$ cat config.mk
export PLATFORM = sky130hd
export DESIGN_NAME = line_split_unit
export DESIGN_NICKNAME = d
export VERILOG_FILES = /design/src/rtl/line_split_unit.sv
export SDC_FILE = /design/constraint.sdc
export NUM_CORES = 1
export LEC_CHECK = 0
export CAP_MARGIN = 0
export CELL_PAD_IN_SITES_DETAIL_PLACEMENT = 1
export CELL_PAD_IN_SITES_GLOBAL_PLACEMENT = 1
export CORE_MARGIN = 4
export CORE_UTILIZATION = 30
export CTS_CLUSTER_SIZE = 8
export DETAILED_ROUTE_END_ITERATION = 6
export PLACE_DENSITY = 0.69
export SLEW_MARGIN = 10
export SYNTH_ARGS = -nofsm -noshare
export SYNTH_HDL_FRONTEND = slang
export SYNTH_SLANG_ARGS = --single-unit
$ cat constraint.sdc
create_clock -name clk -period 3.7 [get_ports clk]
set_clock_uncertainty 0.2 [all_clocks]
set_input_delay 1.11 -clock clk [delete_from_list [all_inputs] [get_ports clk]]
set_output_delay 1.11 -clock clk [all_outputs]
set_load 0.005 [all_outputs]
$ cat src/rtl/line_split_unit.sv
`default_nettype none
// ============================================================================
// Module   : line_split_unit
// Purpose  : Splits one byte-granular request (addr, size, tag) into one
//            line-aligned memory transaction per LINE_BYTES line touched.
//            Each transaction carries the in-line offset, the byte count and
//            first/last markers. A one-entry output register absorbs
//            downstream backpressure.
// Ports    : clk, rst_n                      clock, async active-low reset
//            req_valid/req_ready             request handshake
//            req_addr/req_size/req_tag       request payload
//            txn_valid/txn_ready             transaction handshake
//            txn_addr/txn_offset/txn_bytes   line base, first byte, count
//            txn_first/txn_last/txn_tag      markers and request tag
//            zero_drop                       pulse after a size-0 request
// Options  : LINE_SPLIT_STATS_EN adds the saturating stat_reqs, stat_txns and
//            stat_cross counters.
// Revision : 1.0 - initial release
// ============================================================================
module line_split_unit #(
    parameter int ADDR_WIDTH = 64,
    parameter int LINE_BYTES = 128,
    parameter int SIZE_WIDTH = 32,
    parameter int TAG_WIDTH  = 8,
    localparam int LOG_LINE  = $clog2(LINE_BYTES)
) (
    input  logic                  clk,
    input  logic                  rst_n,
    input  logic                  req_valid,
    output logic                  req_ready,
    input  logic [ADDR_WIDTH-1:0] req_addr,
    input  logic [SIZE_WIDTH-1:0] req_size,
    input  logic [TAG_WIDTH-1:0]  req_tag,
    output logic                  txn_valid,
    input  logic                  txn_ready,
    output logic [ADDR_WIDTH-1:0] txn_addr,
    output logic [LOG_LINE-1:0]   txn_offset,
    output logic [LOG_LINE:0]     txn_bytes,
    output logic                  txn_first,
    output logic                  txn_last,
    output logic [TAG_WIDTH-1:0]  txn_tag,
    output logic                  zero_drop
`ifdef LINE_SPLIT_STATS_EN
    ,
    output logic [31:0]           stat_reqs,
    output logic [31:0]           stat_txns,
    output logic [31:0]           stat_cross
`endif
);

    // Common width for all byte-count comparisons, wide enough for both a
    // full request size and the value LINE_BYTES itself.
    localparam int CW = (SIZE_WIDTH > LOG_LINE + 1) ? SIZE_WIDTH : LOG_LINE + 1;

    typedef enum logic [0:0] {
        S_IDLE  = 1'b0,
        S_SPLIT = 1'b1
    } state_t;

    state_t                 state_q, state_d;
    logic [ADDR_WIDTH-1:0]  addr_q, addr_d;
    logic [LOG_LINE-1:0]    offset_q, offset_d;
    logic [LOG_LINE:0]      bytes_q, bytes_d;
    logic                   first_q, first_d;
    logic                   last_q, last_d;
    logic [TAG_WIDTH-1:0]   tag_q, tag_d;
    logic [SIZE_WIDTH-1:0]  rem_q, rem_d;
    logic                   zero_drop_q, zero_drop_d;

    // First transaction: bytes = min(size, LINE_BYTES - offset)
    logic [LOG_LINE:0]      w_room;
    logic [CW-1:0]          w_size_x;
    logic [CW-1:0]          w_room_x;
    logic [CW-1:0]          w_first_x;
    logic [SIZE_WIDTH-1:0]  w_rem_first;

    // Follow-on transaction: bytes = min(remaining, LINE_BYTES)
    logic [CW-1:0]          w_rem_x;
    logic [CW-1:0]          w_line_x;
    logic [CW-1:0]          w_next_x;
    logic [SIZE_WIDTH-1:0]  w_rem_next;

    always_comb begin
        w_room      = (LOG_LINE + 1)'(LINE_BYTES) - {1'b0, req_addr[LOG_LINE-1:0]};
        w_size_x    = CW'(req_size);
        w_room_x    = CW'(w_room);
        w_first_x   = (w_size_x < w_room_x) ? w_size_x : w_room_x;
        w_rem_first = req_size - SIZE_WIDTH'(w_first_x);

        w_rem_x     = CW'(rem_q);
        w_line_x    = CW'(LINE_BYTES);
        w_next_x    = (w_rem_x < w_line_x) ? w_rem_x : w_line_x;
        w_rem_next  = rem_q - SIZE_WIDTH'(w_next_x);
    end

    always_comb begin
        state_d     = state_q;
        addr_d      = addr_q;
        offset_d    = offset_q;
        bytes_d     = bytes_q;
        first_d     = first_q;
        last_d      = last_q;
        tag_d       = tag_q;
        rem_d       = rem_q;
        zero_drop_d = 1'b0;

        case (state_q)
            S_IDLE: begin
                if (req_valid) begin
                    tag_d = req_tag;
                    if (req_size == '0) begin
                        zero_drop_d = 1'b1;
                    end else begin
                        state_d  = S_SPLIT;
                        addr_d   = {req_addr[ADDR_WIDTH-1:LOG_LINE], {LOG_LINE{1'b0}}};
                        offset_d = req_addr[LOG_LINE-1:0];
                        bytes_d  = (LOG_LINE + 1)'(w_first_x);
                        first_d  = 1'b1;
                        rem_d    = w_rem_first;
                        last_d   = (w_rem_first == '0);
                    end
                end
            end
            S_SPLIT: begin
                if (txn_ready) begin
                    if (last_q) begin
                        state_d = S_IDLE;
                    end else begin
                        // Wraps naturally modulo 2^ADDR_WIDTH.
                        addr_d   = addr_q + ADDR_WIDTH'(LINE_BYTES);
                        offset_d = '0;
                        first_d  = 1'b0;
                        bytes_d  = (LOG_LINE + 1)'(w_next_x);
                        rem_d    = w_rem_next;
                        last_d   = (w_rem_next == '0);
                    end
                end
            end
            default: begin
                state_d = S_IDLE;
            end
        endcase
    end

    always_ff @(posedge clk or negedge rst_n) begin
        if (!rst_n) begin
            state_q     <= S_IDLE;
            addr_q      <= '0;
            offset_q    <= '0;
            bytes_q     <= '0;
            first_q     <= 1'b0;
            last_q      <= 1'b0;
            tag_q       <= '0;
            rem_q       <= '0;
            zero_drop_q <= 1'b0;
        end else begin
            state_q     <= state_d;
            addr_q      <= addr_d;
            offset_q    <= offset_d;
            bytes_q     <= bytes_d;
            first_q     <= first_d;
            last_q      <= last_d;
            tag_q       <= tag_d;
            rem_q       <= rem_d;
            zero_drop_q <= zero_drop_d;
        end
    end

    assign req_ready  = (state_q == S_IDLE);
    assign txn_valid  = (state_q == S_SPLIT);
    assign txn_addr   = addr_q;
    assign txn_offset = offset_q;
    assign txn_bytes  = bytes_q;
    assign txn_first  = first_q;
    assign txn_last   = last_q;
    assign txn_tag    = tag_q;
    assign zero_drop  = zero_drop_q;

`ifdef LINE_SPLIT_STATS_EN
    logic [31:0] reqs_q, txns_q, cross_q;
    logic        w_req_fire, w_txn_fire;

    assign w_req_fire = req_valid && req_ready;
    assign w_txn_fire = txn_valid && txn_ready;

    always_ff @(posedge clk or negedge rst_n) begin
        if (!rst_n) begin
            reqs_q  <= '0;
            txns_q  <= '0;
            cross_q <= '0;
        end else begin
            if (w_req_fire && (reqs_q != '1)) begin
                reqs_q <= reqs_q + 32'd1;
            end
            if (w_txn_fire && (txns_q != '1)) begin
                txns_q <= txns_q + 32'd1;
            end
            // A first transaction that is not also last means the request
            // spans more than one line.
            if (w_txn_fire && first_q && !last_q && (cross_q != '1)) begin
                cross_q <= cross_q + 32'd1;
            end
        end
    end

    assign stat_reqs  = reqs_q;
    assign stat_txns  = txns_q;
    assign stat_cross = cross_q;
`endif

endmodule
`default_nettype wire

# Yosys cells after proc, flatten, opt, wreduce, memory -nomap -nowiden
# Cells that the tools add are included.
# totals
input_bits	108
wordCells	66
ff_bits	123
out_inout_bits	92
# classes
n_eq_ne	4
order_cmp	2
n_addsub	4
reduce_logical	6
n_mux	40
n_bitwise	1
# op_table
cell	count
64-bit 2-to-1 mux	4
32-bit 2-to-1 mux	6
64-bit one-hot mux with 2 select lines	1
32-bit logical NOT	3
64-bit by 8-bit adder with 64-bit output, second input constant	1
32-bit one-hot mux with 2 select lines	1
32-bit subtractor	2
32-bit by 8-bit < comparator with 1-bit output	1
32-bit by 8-bit < comparator with 1-bit output, second input constant	1
8-bit 2-to-1 mux	4
7-bit 2-to-1 mux	4
8-bit one-hot mux with 2 select lines	1
1-bit 2-to-1 mux	15
7-bit one-hot mux with 2 select lines	1
2-bit != test, second input constant	4
8-bit by 7-bit subtractor with 8-bit output, first input constant	1
1-bit one-hot mux with 2 select lines	3
4-bit AND reduction	1
3-bit AND reduction	1
2-bit AND reduction	1
1-bit inverter	1

# Depth between registers and ports, before layout
# Gate-level depths: netlist (run 1).
# logic_depth
depth_word	8
ltp_mapped	21
mapped_depth_nobuf	21

# Worst setup path after synthesis (run 1)
# No wires, ideal clock.
# synth_path
kind	input -> register
start	in req_addr[2]
end	reg last_q (netlist: txn_last)
setup_ns	0.064
setup_slack_ns	-2.043
t_required_ns	3.436
stages	17
n_path_buf	0
arrival_time_ns	5.478
cell_sequence	nor3_1 nor3b_1 nor3b_1 inv_1 ha_1 nand4_1 o211ai_1 mux2_2 ha_1 nor2b_1 o2111a_1 or3_1 a2111oi_0 xnor2_1 nand3_1 nor4_1 a21o_1
# synth_via
elab_chain_cells	8
# synth_lines
element	line	rtl
from (decl)	31	input logic [ADDR_WIDTH-1:0] req_addr,
8-bit by 7-bit subtractor with 8-bit output (*)	84	w_room = (LOG_LINE + 1)'(LINE_BYTES) - {1'b0, req_addr[LOG_LINE-1:0]};
32-bit by 8-bit < comparator with 1-bit output	87	w_first_x = (w_size_x < w_room_x) ? w_size_x : w_room_x;
32-bit 2-to-1 mux (*)	87	
32-bit subtractor (*)	88	w_rem_first = req_size - SIZE_WIDTH'(w_first_x);
32-bit logical NOT (*)	120	last_d = (w_rem_first == '0);
1-bit 2-to-1 mux (*)	111	if (req_size == '0) begin
1-bit 2-to-1 mux (*)	109	if (req_valid) begin
1-bit one-hot mux with 2 select lines (*)	107	case (state_q)
to (signal assigned)	162	last_q <= last_d;
to (decl)	65	logic last_q, last_d;
# Every way passes the cells marked *; elsewhere a longest branch is shown, timed or not. The select of a mux whose other input is x is not followed.
# A chain may end at the register's enable or synchronous reset.

# Final worst setup path (run 1)
# layout_path
start	in req_addr[0]
end	reg last_q (netlist: txn_last)
# The elaborated chain is that of the path after synthesis.

==> results.cfg, run 1 <==
[power]
pwr-share-comb = 0.412
p_int_mw = 4.27
leakagePower_nw = 5.63
p_per_area_nw_per_um2 = 481
p_switching_mw = 2.40
power_frac_clock = 0.275
swShare = 0.360
pwr-share-seq = 0.313
finalPower_mw = 6.67
ir_worst_vdd_mv = 0.324

[drt]
wire_per_inst_um = 22.9
initialDrtViolationCount = 619
vias = 9835
drcViolationCount = 0
antenna_left = 0
first_pass_iters = 7
drt-vias-per-instance = 5.64
drt-total-wl_um = 39900

[worst_setup_path]
crit_fanout = 4
critPathMaxStageDelay_ns = 0.43
cp_num_buf_inv = 4
crit_required_ns = 3.87
crit_chain = buf_8, nor3_4, nor3b_4, xor2_2, ha_1, a21o_1, a21o_1, a21oi_2, o211ai_1, buf_4, mux2_4, ha_4, nor2b_4, o2111a_2, buf_6, nor3_4, buf_6, o21ai_4, nor4b_1, a21oi_2, a2111oi_2, a21o_1
endpoint_kind = register
slowest_stage = nor4b_1
cp_top_family = compound AO/OA/AOI/OAI gates
path_class = in -> reg
cp_common_cell = a21o_1
worstPathArrival_ns = 5.78
critPathLaunchType = input pin

[grt]
grt_pass1_vias = 10300
grtUsageTotal = 0.242
grt_pass1_wl_um = 57000
grt_max_degree = 54
overflow = 0
antenna_found_initial = 0

[logic_synthesis]
synthDistinctLibCells = 73
yosysSeqAreaShare = 0.358
synth_area_sq_um = 8110
synth_cells = 981
synth_edf_count = 0
ys_warn_count = 0
synth_area_per_cell_sq_um = 8.26
synthFlopType = dfrtp_1
async_flop_share = 1.00
synth-seq-cells = 116

[floorplan]
die_w_um = 172
die_h_um = 172
coreArea_sq_um = 26400
die_area_sq_um = 29700
rows = 59
initial_utilization = 0.308
pin_count = 200

[finish]
antenna_cells = 0
finalNetCount = 1524
stdcell_area_sq_um = 13900
synthToLayoutAreaGrowth_pct = 71.1
drive_gt1_frac = 0.313

[sta]
min_period_ns = 5.61
tightest_slew_ns = 0.630
worst_slack_ns = -1.91
setup_violations = 44
fmax_ghz = 0.178
slew_violations = 0
rsz0062_at_grt = yes
holdWs_ns = 0.292
hold_violations = 0
max_slew_margin = 0.577
period_share = 1.52

[clocking]
cts-hold-fix-buffers = 0
cts_root_buf = clkbuf_16
clock-sinks = 116
htree_levels = 4
cts_made_buffers = 17
path_clk_slew_ns = 0.06
cts_buffer_depth = 2
cts_tree = built
clk_latency_ns = 0.43

[placed_design]
place_congestion = 0.977
hpwl_um = 26300
place_area_sq_um = 12000
port_buffers = 192

[run]
drv_cap = 0

[status]
status = finished, violations left
failed_checks = negative setup slack

[hold_path]
hp-class = reg -> reg
==> what timing repair did <==
| action | in CTS | in global routing |
|---|---|---|
| gates cloned | 1 | 0 |
| pin swaps | 41 | 57 |
| resized for setup | 113 | 115 |
| endpoints found under the setup margin | 106 | 44 |
| buffers inserted | 21 | 30 |
==> routing by layer <==
layer | vias to the layer above | share of wire | GRT usage
met2 | 331 | 0.50 | 0.424
met3 | 70 | 0.050 | 0.0377
li1 | 4500 | - | -
met5 | - | 0 | 0
met4 | 0 | 0.026 | 0.0748
met1 | 4934 | 0.42 | 0.307
==> cell usage after synthesis (3+ instances only) <==
| library cell | count | area share |
|---|---|---|
| a2111oi_0 | 3 | 0.0032 |
| a211oi_1 | 4 | 0.0037 |
| a21boi_0 | 4 | 0.0037 |
| a21o_1 | 11 | 0.010 |
| a21oi_1 | 47 | 0.029 |
| a221o_1 | 10 | 0.012 |
| a222oi_1 | 10 | 0.012 |
| a22oi_1 | 20 | 0.019 |
| a31oi_1 | 12 | 0.0093 |
| and2_1 | 4 | 0.0031 |
| and3_1 | 11 | 0.0085 |
| and4_1 | 8 | 0.0086 |
| buf_2 | 12 | 0.0074 |
| buf_4 | 8 | 0.0074 |
| clkbuf_1 | 36 | 0.017 |
| dfrtp_1 | 116 | 0.36 |
| ha_1 | 18 | 0.028 |
| inv_1 | 31 | 0.014 |
| mux2_2 | 16 | 0.022 |
| mux2i_1 | 9 | 0.011 |
| nand2_1 | 131 | 0.061 |
| nand2b_1 | 7 | 0.0054 |
| nand3_1 | 49 | 0.030 |
| nand3b_1 | 3 | 0.0028 |
| nand4_1 | 15 | 0.012 |
| nor2_1 | 71 | 0.033 |
| nor2b_1 | 6 | 0.0046 |
| nor3_1 | 41 | 0.025 |
| nor3b_1 | 4 | 0.0037 |
| nor4_1 | 23 | 0.018 |
| o211ai_1 | 8 | 0.0074 |
| o21a_1 | 5 | 0.0046 |
| o21ai_0 | 77 | 0.048 |
| o221a_2 | 4 | 0.0056 |
| o221ai_1 | 7 | 0.0076 |
| o22ai_1 | 5 | 0.0039 |
| o311ai_0 | 9 | 0.0097 |
| o31ai_1 | 5 | 0.0046 |
| o41ai_1 | 3 | 0.0032 |
| or2_2 | 5 | 0.0039 |
| or3_1 | 16 | 0.012 |
| or4_1 | 15 | 0.014 |
| xnor2_1 | 21 | 0.023 |
| xor2_1 | 20 | 0.022 |
==> power by group through the flow <==
stage | Sequential, mW | Combinational, mW | Clock [mW]
3_3_place_gp | 2.07 | 2.36 | 0
2_1_floorplan | 2.03 | 0.979 | 0
5_1_grt | 2.14 | 2.96 | 1.92
4_1_cts | 2.08 | 2.54 | 1.85
3_5_place_dp | 2.09 | 2.42 | 0
6_report | 2.09 | 2.74 | 1.84
==> registers in the layout (all words and copies together) (netlist names) <==
| name | cells |
|---|---|
| txn_valid | 1 |
| txn_last | 1 |
| txn_addr | 57 |
| txn_bytes | 8 |
| txn_first | 1 |
| txn_tag | 8 |
| txn_offset | 7 |
| zero_drop | 1 |
| rem_q | 32 |
==> cell type report <==
| class | instances | area (sq um) |
|---|---|---|
| fill | 3015 | 12500 |
| multi-input combinational | 781 | 5730 |
| timing repair buffer | 449 | 4070 |
| sequential | 116 | 2900 |
| clock buffer | 18 | 429 |
| tap | 335 | 419 |
| clock inverter | 14 | 200 |
| inverter | 32 | 120 |
==> placed cells by master (no fill, tap or decap), types with 11 or more instances in the layout <==
cell type and instances:
buf_4 219, clkdlybuf4s50_1 178, nand2_1 128, dfrtp_1 115, nor2_1 66, o21ai_0 59, nand3_1 47, a21oi_1 35
nor3_1 35, buf_6 32, inv_1 29, nor4_1 19, a22oi_1 18, xor2_1 17, clkbuf_16 17, nand4_1 15
mux2_2 13, a21o_1 11, or4_1 11
==> metrics by stage <==
stage | utilization | instances | setup WS [ns] | TNS [ns]
5_1_grt | 0.526 | 1745 | -2.09 | -53.08
3_5_place_dp | 0.457 | 1670 | -2.60 | -119.23
3_3_place_gp | 0.457 | 1670 | -2.42 | -112.36
2_1_floorplan | - | 987 | -1.68 | -37.43
6_report | 0.526 | 1745 | -1.91 | -47.58
4_1_cts | 0.500 | 1723 | -1.68 | -38.18
==> worst paths after layout <==
kind | slack (ns) | from | depth (start not counted) | endpoint
max in group asynchronous | 2.17 | rst_n | 2 | rem_q[4]$_DFFE_PN0P_
setup / recovery | -1.91 | req_addr[0] | 22 | txn_last$_DFFE_PN0P_
hold reg to reg | 0.29 | txn_first$_DFFE_PN0P_ | 2 | txn_first$_DFFE_PN0P_
min in group asynchronous | 0.42 | rst_n | 1 | txn_addr[23]$_DFFE_PN0P_
hold / removal | 0.29 | txn_first$_DFFE_PN0P_ | 2 | txn_first$_DFFE_PN0P_
setup reg to reg | 0 | rem_q[24]$_DFFE_PN0P_ | 13 | txn_last$_DFFE_PN0P_
==> tightest hold or removal path, cell delays in order, from the launching register on <==
cell and delay, ns:
dfrtp_1 0.34, nand2_1 0.06, nand2_1 0.06
==> cells by family (layout without fill, tap and decap cells) <==
logic type,after synthesis,in the layout,share of synthesized area
AO/OA/AOI/OAI,268,268,0.227
XOR/XNOR,41,41,0.0443
adder cells (fa/ha/maj),19,19,0.0303
buffers and inverters,90,513,0.0472
flip-flops,116,116,0.358
multiplexers,25,25,0.0333
other,2,8,0.000927
AND/OR/NAND/NOR,420,420,0.259
(Power assumes the default switching activity.)
==> run 2, diff against run 1 <==
CORE_UTILIZATION = 33   (was 30)
PLACE_DENSITY = 0.75   (was 0.69)
==> run 2 against run 1 <==
The flow still finishes with violations (negative setup slack). Worst setup slack lost 0.13 ns. Critical endpoint unchanged. Highest routed layer unchanged. Largest power group unchanged. Design area rose by 0.44%. First-iteration DRC count down 2.6%.
==> results.cfg, run 2 (synthesis results as in run 1) <==
[status]
status = finished, violations left
failed_checks = negative setup slack

[worst_setup_path]
worstPathArrival_ns = 5.90
endpoint_kind = register
crit-reg2reg-launch = rem_q[19]$_DFFE_PN0P_
cp_common_cell = a21o_1
r2r_setup_slack_ns = -0.06
crit_chain = buf_6, nor3_4, nor3b_4, xor2_2, ha_1, a21o_1, a21o_1, a21oi_1, o211ai_1, buf_4, buf_6, mux2_4, ha_4, a21o_1, a21oi_4, a31oi_4, buf_6, a211oi_4, xor2_2, nand2b_1, a2111oi_4, a21o_1
cp_num_buf_inv = 4
critPathLaunchType = input pin
slowest_stage = a2111oi_4
crit_fanout = 7
crit_required_ns = 3.86
r2r_end = txn_last$_DFFE_PN0P_
rr_worst_depth = 15
critPathMaxStageDelay_ns = 0.41
path_class = in -> reg
cp_top_family = compound AO/OA/AOI/OAI gates

[finish]
mostFrequentLayoutCell = buf_4
finalNetCount = 1520
largest_reg_flops = 57
synthToLayoutAreaGrowth_pct = 71.9
drive_gt1_frac = 0.314
fin_util = 0.575
layout_common_cells = buf_4 (198), clkdlybuf4s50_1 (175), nand2_1 (125)
antenna_cells = 0
nFillCells = 2764

[sta]
hold_violations = 0
worst_slack_ns = -2.04
max_slew_margin = 0.557
slew_violations = 0
min_period_ns = 5.74
period_share = 1.55
fmax_ghz = 0.174
rsz0062_at_grt = yes
tightest_slew_ns = 0.662
setup_violations = 83

[floorplan]
die_area_sq_um = 27100
initial_utilization = 0.334
coreArea_sq_um = 24200
die_w_um = 165
pin_count = 200
rows = 57
die_h_um = 165

[placed_design]
port_buffers = 192
pre_cts_slack_ns = -2.52
place_congestion = 0.955
hpwl_um = 26300

[drt]
drt-total-wl_um = 42000
met2WireLength_um = 21100
vias = 10100
drcViolationCount = 0
wl_met1_um = 16200
first_pass_iters = 6
wire_per_inst_um = 24.3
drt-vias-per-instance = 5.85
initialDrtViolationCount = 603
wl_met3_um = 2370
highest_layer = met4
antenna_left = 0

[power]
ir_worst_vdd_mv = 0.312
p_per_area_nw_per_um2 = 480
finalPower_mw = 6.69
leakagePower_nw = 5.70

[run]
drv_cap = 0

[clocking]
path_clk_slew_ns = 0.06
htree_levels = 4
cts_root_buf = clkbuf_16
clk_latency_ns = 0.43
clock-sinks = 116
cts_made_buffers = 17
cts_buffer_depth = 2
cts_tree = built

[hold_path]
hp-class = reg -> reg
hold_start = txn_first$_DFFE_PN0P_
hold_depth = 2
holdPathEnd = txn_first$_DFFE_PN0P_

[grt]
antenna_found_initial = 0
grtUsageTotal = 0.283
grt_pass1_wl_um = 60500
grt_max_degree = 77
overflow = 0
grt_pass1_vias = 10900
-- run 2: cell count changes in the layout (fill, tap and decap cells not counted), sizes merged --
cell | before | now
clkdlybuf4s15 | 1 | 2
clkinvlp | 3 | 5
dlymetal6s2s | 0 | 3
clkbuf | 19 | 20
bufinv | 4 | 3
inv | 34 | 31
clkdlybuf4s50 | 178 | 175
buf | 264 | 260
-- run 2: worst max path at each step --
stage | startpoint | endpoint | slack, ns | depth (start not counted)
2_1_floorplan | req_addr[2] | rem_q[22]$_DFFE_PN0P_ | -1.68 | 18
3_3_place_gp | req_addr[2] | txn_last$_DFFE_PN0P_ | -2.26 | 21
3_5_place_dp | req_addr[2] | txn_last$_DFFE_PN0P_ | -2.52 | 21
4_1_cts | req_addr[0] | txn_last$_DFFE_PN0P_ | -1.65 | 21
5_1_grt | req_addr[1] | txn_last$_DFFE_PN0P_ | -2.16 | 22
6_report | req_addr[1] | txn_last$_DFFE_PN0P_ | -2.04 | 22
-- run 2: report_power, final --
part,total (mW),switching (mW),internal (mW)
combinational,2.82,1.30,1.51
clock,1.77,0.679,1.09
sequential,2.10,0.461,1.64
total,6.69,2.44,4.24
-- run 2: layout make-up --
class | count | area [sq um] | area share
Timing Repair Buffer | 445 | 4180 | 0.300
Inverter | 32 | 120 | 0.00862
Sequential cell | 116 | 2900 | 0.208
Tap cell | 324 | 405 | 0.0291
Clock inverter | 12 | 155 | 0.0111
Clock buffer | 20 | 457 | 0.0328
Multi-Input combinational cell | 781 | 5720 | 0.410
-- run 2: through the flow --
| step | cell area, sq um | std cells | TNS [ns] | hold WS, ns |
|---|---|---|---|---|
| 3_5_place_dp | 11900 | 1646 | -109.96 | 0.265 |
| 5_1_grt | 13900 | 1730 | -63.26 | 0.328 |
| 2_1_floorplan | 8260 | 987 | -37.43 | 0.271 |
| 3_3_place_gp | 11900 | 1646 | -96.04 | 0.263 |
| 6_report | 13900 | 1730 | -54.51 | 0.293 |
| 4_1_cts | 13400 | 1715 | -39.28 | 0.280 |
-- run 2: worst register-to-register path: cells and delay by family, from the launching register on --
kind	cells	cell delay [ns]
AND/OR/NAND/NOR	6	1.10
AO/OA/AOI/OAI	4	0.96
XOR/XNOR	1	0.26
buffers and inverters	3	0.49
adder cells (fa/ha/maj)	1	0.32
flip-flops	1	0.36
-- run 2: routing by layer --
metal,global-route usage,vias up
met5,0,-
li1,-,4496
met1,0.338,5056
met4,0.102,0
met2,0.510,416
met3,0.0492,154
-- run 2: timing repair --
action                                  4_1_cts  5_1_grt
pin swaps                                    64       68
endpoints found under the setup margin       97       81
gates resized for setup                     169       98
setup buffers                                34       25
hold buffers                                  0        0
gates cloned                                  4        0
==> run 3, diff against run 2 <==
CAP_MARGIN = default   (was 0)
==> results of run 3 <==
Same layout as run 2: the final DEF is identical, and so are final timing and power.
